## src/rtl/branch_predictor_if.sv

```systemverilog
// branch_predictor_if: fetch-lookup and execute-resolve bundle of the branch predictor
//  slave  : predictor side (takes if_*/ex_* requests, drives pred_*, ex_mispredict, stats)
//  master : fetch/execute side (drives requests, observes predictions and stats)
`ifndef XLEN
`define XLEN 32
`endif
interface branch_predictor_if #(
   parameter int BHT_IDX = 6,
   parameter int CNT_W   = 32
);
   logic               if_valid;
   logic [`XLEN-1:0]   if_pc;
   logic               pred_taken;
   logic [`XLEN-1:0]   pred_target;
   logic               pred_hit;
   logic [BHT_IDX-1:0] pred_ghr;
   logic               ex_valid;
   logic [`XLEN-1:0]   ex_pc;
   logic               ex_is_cond;
   logic               ex_taken;
   logic [`XLEN-1:0]   ex_target;
   logic [BHT_IDX-1:0] ex_ghr;
   logic               ex_pred_taken;
   logic [`XLEN-1:0]   ex_pred_target;
   logic               ex_mispredict;
   logic [CNT_W-1:0]   br_cnt;
   logic [CNT_W-1:0]   mispred_cnt;
   modport slave (
      input  if_valid, if_pc, ex_valid, ex_pc, ex_is_cond, ex_taken, ex_target, ex_ghr,
             ex_pred_taken, ex_pred_target,
      output pred_taken, pred_target, pred_hit, pred_ghr, ex_mispredict, br_cnt, mispred_cnt
   );
   modport master (
      output if_valid, if_pc, ex_valid, ex_pc, ex_is_cond, ex_taken, ex_target, ex_ghr,
             ex_pred_taken, ex_pred_target,
      input  pred_taken, pred_target, pred_hit, pred_ghr, ex_mispredict, br_cnt, mispred_cnt
   );
endinterface

```

## src/rtl/branch_predictor.sv

```systemverilog
// branch_predictor: gshare 2-bit BHT + direct-mapped BTB fetch predictor with misprediction stats
//  clock, reset_n : rising-edge clock, asynchronous active-low reset
//  bp (slave)     : fetch lookup (if_*/pred_*), execute training (ex_*), br_cnt/mispred_cnt
`ifndef XLEN
`define XLEN 32
`endif
module branch_predictor #(
   parameter int BHT_IDX = 6,
   parameter int BTB_IDX = 5,
   parameter int CNT_W   = 32
) (
   input logic               clock,
   input logic               reset_n,
   branch_predictor_if.slave bp
);
   localparam int TAG_W = `XLEN - BTB_IDX - 2;
   typedef struct packed {
      logic             v;
      logic [TAG_W-1:0] tag;
      logic [`XLEN-1:0] tgt;
      logic             uncond;
   } btb_t;
   logic [1:0]         bht_q [2**BHT_IDX];
   logic [1:0]         bht_d [2**BHT_IDX];
   btb_t               btb_q [2**BTB_IDX];
   btb_t               btb_d [2**BTB_IDX];
   logic [BHT_IDX-1:0] ghr_q, ghr_d, up_idx;
   logic [CNT_W-1:0]   br_cnt_q, br_cnt_d, mispred_cnt_q, mispred_cnt_d;
   logic [`XLEN-1:0]   ex_next;
   btb_t               rd;
   logic               hit, taken;
   // lookup reads registered state only, so a same-cycle update is seen one cycle later
   assign rd             = btb_q[bp.if_pc[BTB_IDX+1:2]];
   assign hit            = bp.if_valid & rd.v & (rd.tag == bp.if_pc[`XLEN-1:BTB_IDX+2]);
   assign taken          = hit & (rd.uncond | bht_q[bp.if_pc[BHT_IDX+1:2] ^ ghr_q][1]);
   assign bp.pred_hit    = hit;
   assign bp.pred_taken  = taken;
   assign bp.pred_target = taken ? rd.tgt : bp.if_pc + `XLEN'd4;
   assign bp.pred_ghr    = ghr_q;
   assign ex_next          = bp.ex_taken ? bp.ex_target : bp.ex_pc + `XLEN'd4;
   assign bp.ex_mispredict = bp.ex_valid & (ex_next != bp.ex_pred_target);
   assign up_idx           = bp.ex_pc[BHT_IDX+1:2] ^ bp.ex_ghr;
   assign bp.br_cnt        = br_cnt_q;
   assign bp.mispred_cnt   = mispred_cnt_q;
   always_comb begin
      bht_d         = bht_q;
      btb_d         = btb_q;
      ghr_d         = ghr_q;
      br_cnt_d      = br_cnt_q;
      mispred_cnt_d = mispred_cnt_q;
      if (bp.ex_valid && bp.ex_is_cond) begin
         bht_d[up_idx] = bp.ex_taken ? (&bht_q[up_idx] ? 2'b11 : bht_q[up_idx] + 2'd1)
                                     : (|bht_q[up_idx] ? bht_q[up_idx] - 2'd1 : 2'b00);
         ghr_d         = {ghr_q[BHT_IDX-2:0], bp.ex_taken};
         br_cnt_d      = br_cnt_q + CNT_W'(~&br_cnt_q);
      end
      // not-taken conditionals keep their entry; the BHT counter decides direction
      if (bp.ex_valid && bp.ex_taken)
         btb_d[bp.ex_pc[BTB_IDX+1:2]] = '{v: 1'b1, tag: bp.ex_pc[`XLEN-1:BTB_IDX+2],
                                          tgt: bp.ex_target, uncond: ~bp.ex_is_cond};
      if (bp.ex_mispredict)
         mispred_cnt_d = mispred_cnt_q + CNT_W'(~&mispred_cnt_q);
   end
   always_ff @(posedge clock or negedge reset_n) begin
      if (!reset_n) begin
         bht_q         <= '{default: 2'b01};
         btb_q         <= '{default: '0};
         ghr_q         <= '0;
         br_cnt_q      <= '0;
         mispred_cnt_q <= '0;
      end else begin
         bht_q         <= bht_d;
         btb_q         <= btb_d;
         ghr_q         <= ghr_d;
         br_cnt_q      <= br_cnt_d;
         mispred_cnt_q <= mispred_cnt_d;
      end
   end
endmodule
```

## src/flat_wrapper.sv

```systemverilog
// flat-port wrapper written by rule: the top's interface ports become plain ports
module branch_predictor_flat 
#(
   parameter int BHT_IDX = 6,
   parameter int BTB_IDX = 5,
   parameter int CNT_W   = 32
)
  (clock, reset_n, bp_if_valid, bp_if_pc, bp_ex_valid, bp_ex_pc, bp_ex_is_cond, bp_ex_taken, bp_ex_target, bp_ex_ghr, bp_ex_pred_taken, bp_ex_pred_target, bp_pred_taken, bp_pred_target, bp_pred_hit, bp_pred_ghr, bp_ex_mispredict, bp_br_cnt, bp_mispred_cnt);
  branch_predictor_if #(.BHT_IDX(BHT_IDX), .CNT_W(CNT_W)) bp_i ();
  input logic clock;
  input logic reset_n;
  input wire logic [$bits(bp_i.if_valid)-1:0] bp_if_valid;
  input wire logic [$bits(bp_i.if_pc)-1:0] bp_if_pc;
  input wire logic [$bits(bp_i.ex_valid)-1:0] bp_ex_valid;
  input wire logic [$bits(bp_i.ex_pc)-1:0] bp_ex_pc;
  input wire logic [$bits(bp_i.ex_is_cond)-1:0] bp_ex_is_cond;
  input wire logic [$bits(bp_i.ex_taken)-1:0] bp_ex_taken;
  input wire logic [$bits(bp_i.ex_target)-1:0] bp_ex_target;
  input wire logic [$bits(bp_i.ex_ghr)-1:0] bp_ex_ghr;
  input wire logic [$bits(bp_i.ex_pred_taken)-1:0] bp_ex_pred_taken;
  input wire logic [$bits(bp_i.ex_pred_target)-1:0] bp_ex_pred_target;
  output wire logic [$bits(bp_i.pred_taken)-1:0] bp_pred_taken;
  output wire logic [$bits(bp_i.pred_target)-1:0] bp_pred_target;
  output wire logic [$bits(bp_i.pred_hit)-1:0] bp_pred_hit;
  output wire logic [$bits(bp_i.pred_ghr)-1:0] bp_pred_ghr;
  output wire logic [$bits(bp_i.ex_mispredict)-1:0] bp_ex_mispredict;
  output wire logic [$bits(bp_i.br_cnt)-1:0] bp_br_cnt;
  output wire logic [$bits(bp_i.mispred_cnt)-1:0] bp_mispred_cnt;
  assign bp_i.if_valid = bp_if_valid;
  assign bp_i.if_pc = bp_if_pc;
  assign bp_i.ex_valid = bp_ex_valid;
  assign bp_i.ex_pc = bp_ex_pc;
  assign bp_i.ex_is_cond = bp_ex_is_cond;
  assign bp_i.ex_taken = bp_ex_taken;
  assign bp_i.ex_target = bp_ex_target;
  assign bp_i.ex_ghr = bp_ex_ghr;
  assign bp_i.ex_pred_taken = bp_ex_pred_taken;
  assign bp_i.ex_pred_target = bp_ex_pred_target;
  assign bp_pred_taken = bp_i.pred_taken;
  assign bp_pred_target = bp_i.pred_target;
  assign bp_pred_hit = bp_i.pred_hit;
  assign bp_pred_ghr = bp_i.pred_ghr;
  assign bp_ex_mispredict = bp_i.ex_mispredict;
  assign bp_br_cnt = bp_i.br_cnt;
  assign bp_mispred_cnt = bp_i.mispred_cnt;
  branch_predictor #(.BHT_IDX(BHT_IDX), .BTB_IDX(BTB_IDX), .CNT_W(CNT_W)) u_core (.clock(clock), .reset_n(reset_n), .bp(bp_i));
endmodule
```

## config.mk

```make
export PLATFORM = sky130hd
export DESIGN_NAME = branch_predictor_flat
export DESIGN_NICKNAME = d
export VERILOG_FILES = /design/src/rtl/branch_predictor_if.sv /design/src/rtl/branch_predictor.sv /design/src/flat_wrapper.sv
export SDC_FILE = /design/constraint.sdc
export NUM_CORES = 2
export LEC_CHECK = 0
export BUFFER_PORTS_ARGS = -buffer_cell sky130_fd_sc_hd__buf_2
export CORE_MARGIN = 1.5
export CORE_UTILIZATION = 60
export DETAILED_ROUTE_END_ITERATION = 6
export PLACE_DENSITY = 0.79
export SLEW_MARGIN = 15
export SYNTH_ARGS = -nofsm -noshare
export SYNTH_HDL_FRONTEND = slang
export SYNTH_SLANG_ARGS = --single-unit
export TNS_END_PERCENT = 50
```

## constraint.sdc

```tcl
create_clock -name clock -period 12 [get_ports clock]
set_input_delay 0.6 -clock clock [delete_from_list [all_inputs] [get_ports clock]]
set_output_delay 0.6 -clock clock [all_outputs]
set_load 0.05 [all_outputs]
```

==> flow_summary.json <==
{
  "tns_ns": 0,
  "routedWlPerCell_um": 30.1,
  "synth_warnings": 0,
  "first_global_vias": 62800,
  "postSynthCellCount": 6763,
  "ff2ff_path_depth": 14,
  "grt_pass1_wl_um": 408000,
  "cp.arrival_ns": 6.73,
  "timing.rr.end": "u_core.bp.mispred_cnt[4]",
  "drt-total-wl_um": 273000,
  "synth_top_area_share_pct": 52.2,
  "synth.cell_area_sq_um": 96900,
  "min_period_ns": 7.33,
  "p_per_area_nw_per_um2": 166,
  "fp.dieW_um": 405,
  "fin_skew_ns": 0.0240,
  "setup_viol": 0,
  "drtIter0Drc": 6902,
  "cts_tree": "built",
  "rsz0062_at_grt": "no",
  "avgSynthCellArea_sq_um": 14.3,
  "drc": 0,
  "top_layer_used": "met5",
  "start_util_pct": 60.4,
  "grt_antenna_before_repair": 34,
  "final_layout_size_suffix_gt1_share_pct": 45.7,
  "synth_edf_count": 0,
  "startpoint_type": "input port",
  "fmax_mhz": 136,
  "critPathRequiredTime_ns": 11.40,
  "min_to": "u_core.btb_q[358]",
  "hpwl_um": 160000,
  "postRouteAntennaNets": 0,
  "wl_met2_um": 126000,
  "relSlewSlack_pct": 16.6,
  "holdPathStages": 2,
  "hold_viol": 0,
  "r2r_setup_slack_ns": 8.08,
  "row_count": 147,
  "die_h_um": 405,
  "async_flop_share_pct": 100,
  "dr_wl_met3_um": 27700,
  "die-area_sq_um": 164000,
  "route.vias.total": 60700,
  "final_nets": 6877,
  "numCtsBuffers": 203,
  "final_max_slew_viol_count": 0,
  "gp_congestion": 0.937,
  "pin_count": 246,
  "grt.overflow.total": 0,
  "crit_type": "input port to primary output",
  "synth_ff_type": "dfrtp_1",
  "ys_top_cells_by_area": "dfrtp_1 52%, mux2_2 21%, mux4_2 11%",
  "final_core_utilization_pct": 66.7,
  "grt_start_max_net_pins": 199,
  "core-area_sq_um": 160000,
  "syn2layout_area_growth_pct": 10.5,
  "cts_sinks": 2086,
  "clock_latency_ns": 0.85,
  "fillerInstances": 11000,
  "synth_most_common_cell": "dfrtp_1",
  "leakage_nw": 49.4,
  "hp-class": "input port to flip-flop",
  "h-tree-depth": 4,
  "post_cts_buffers": 0,
  "port_buffers": 244,
  "synth_common_cells": "2,022 x dfrtp_1, 1,808 x mux2_2, 512 x clkbuf_1, 494 x mux4_2, 417 x nand2_1",
  "period_share_pct": 61.1,
  "synth_cell_types": 72,
  "routed_via_density": 6.69,
  "min-delay-start": "bp_ex_target[3]",
  "cts.path.max_buffers": 3,
  "ys_seq_elements": 2086,
  "cp_max_fo": 90,
  "synth.yosys.seq_area_share_pct": 54.0,
  "wl_met1_um": 106000,
  "ir_worst_vdd_mv": 0.145,
  "grt_usage_pct": 33.7,
  "yosysTopAreaCell": "dfrtp_1",
  "rr_startpoint": "u_core.bp.mispred_cnt[9]",
  "maxCapViolations": 0,
  "crit_path_end_kind": "primary output",
  "worst_pin_slew_ns": 1.25,
  "clockRootBuffer": "clkbuf_16",
  "drt-pass1-iter-count": 6,
  "clk_pin_slew_ns": 0.06,
  "status": "complete, no violations",
  "syn-num-nets": 6913
}
## sequential cells by signal, indices dropped and copies added (netlist names)
signal and count:
u_core.btb_q 1888, u_core.bht_q 128, u_core.bp.pred_ghr 6, u_core.bp.br_cnt 32
u_core.bp.mispred_cnt 32
## cell families (layout without fill, tap and decap cells)
family,after synthesis,after routing,synth area share [%]
buffers and inverters,640,775,2.56
xor gates and xnor gates,187,187,1.69
adders and majority gates,11,11,0.137
and+or+nand+nor,829,829,3.91
AOI/OAI and AO/OA,528,528,3.40
DFF,2086,2086,54.0
muxes,2482,2482,34.4
other,0,10,0
## worst max-delay path: stages
cell and delay, ns:
buf_8 0.50, buf_12 0.61, buf_4 0.59, mux4_2 0.58, a22oi_1 0.20, nand4_1 0.11, nand2_1 0.23, xnor2_1 0.17
a2111oi_1 0.69, buf_4 0.26, and3_1 0.16, and4_4 0.83, nor2_1 0.11, a21oi_1 0.48, buf_2 0.37
## worst max path at each step
stage                     start            endpoint  slack (ns)  cells past startpoint
floorplan           bp_if_pc[2]  bp_pred_target[14]        6.56                     14
global placement    bp_if_pc[2]  bp_pred_target[13]        4.75                     15
detailed placement  bp_if_pc[2]  bp_pred_target[13]        4.81                     15
CTS                 bp_if_pc[2]  bp_pred_target[13]        4.78                     15
global route        bp_if_pc[2]  bp_pred_target[13]        4.60                     15
finish              bp_if_pc[2]  bp_pred_target[13]        4.67                     15
## per-stage QoR
step,total power [mW],setup slack [ns],instances,cell area (sq um),hold slack (ns)
CTS,17.8,4.78,9058,107000,0.181
global route,18.4,4.60,9062,107000,0.257
global placement,11.0,4.75,8681,99900,0.443
finish,17.8,4.67,9068,107000,0.247
floorplan,10.3,6.56,6763,96900,0.304
detailed placement,11.2,4.81,8681,99900,0.447
## cell type report
| cell class | count | area, sq um | area share, % |
|---|---|---|---|
| tap | 2160 | 2700 | 2.52 |
| antenna | 10 | 25.0 | 0.0234 |
| sequential | 2086 | 52300 | 48.8 |
| multi-input combinational | 4037 | 42500 | 39.7 |
| timing repair buffer | 371 | 2340 | 2.18 |
| clock buffer | 300 | 6080 | 5.68 |
| inverter | 28 | 105 | 0.0982 |
| clock inverter | 76 | 1030 | 0.962 |
## timing repair
item,in CTS,in global routing
setup endpoints to repair,0,0
hold endpoints to repair,139,0
hold buffers,1,0
resized for setup,0,0
## where the power goes
part / total [mW] / internal (mW) / switching (mW) / leakage, nW
registers: 8.50 / 7.99 / 0.506 / 27.5
clock network: 6.72 / 3.94 / 2.78 / 3.51
logic: 2.59 / 1.31 / 1.29 / 18.4
total: 17.8 / 13.2 / 4.57 / 49.4
## cell usage in the layout (no fill, tap or decap), types with 45 or more instances in the layout
master | synthesis | routed
a21oi_1 | 69 | 69
buf_2 | 45 | 238
buf_4 | 5 | 117
clkbuf_16 | 0 | 207
clkbuf_8 | 0 | 55
dfrtp_1 | 2022 | 2022
dfstp_2 | 64 | 64
mux2_2 | 1808 | 1808
mux2i_1 | 180 | 180
mux4_2 | 494 | 494
nand2_1 | 417 | 401
nand3_1 | 61 | 60
nor2_1 | 115 | 102
nor3_1 | 54 | 45
o21ai_0 | 238 | 238
xnor2_1 | 102 | 100
xor2_1 | 85 | 82
## layer usage
layer | vias up | global-route usage (%)
li1 | 24800 | -
met5 | - | 0
met4 | 48 | 13.4
met2 | 2783 | 51.6
met3 | 671 | 10.6
met1 | 32400 | 45.2
Note: power is estimated with default switching activity, not from simulation.
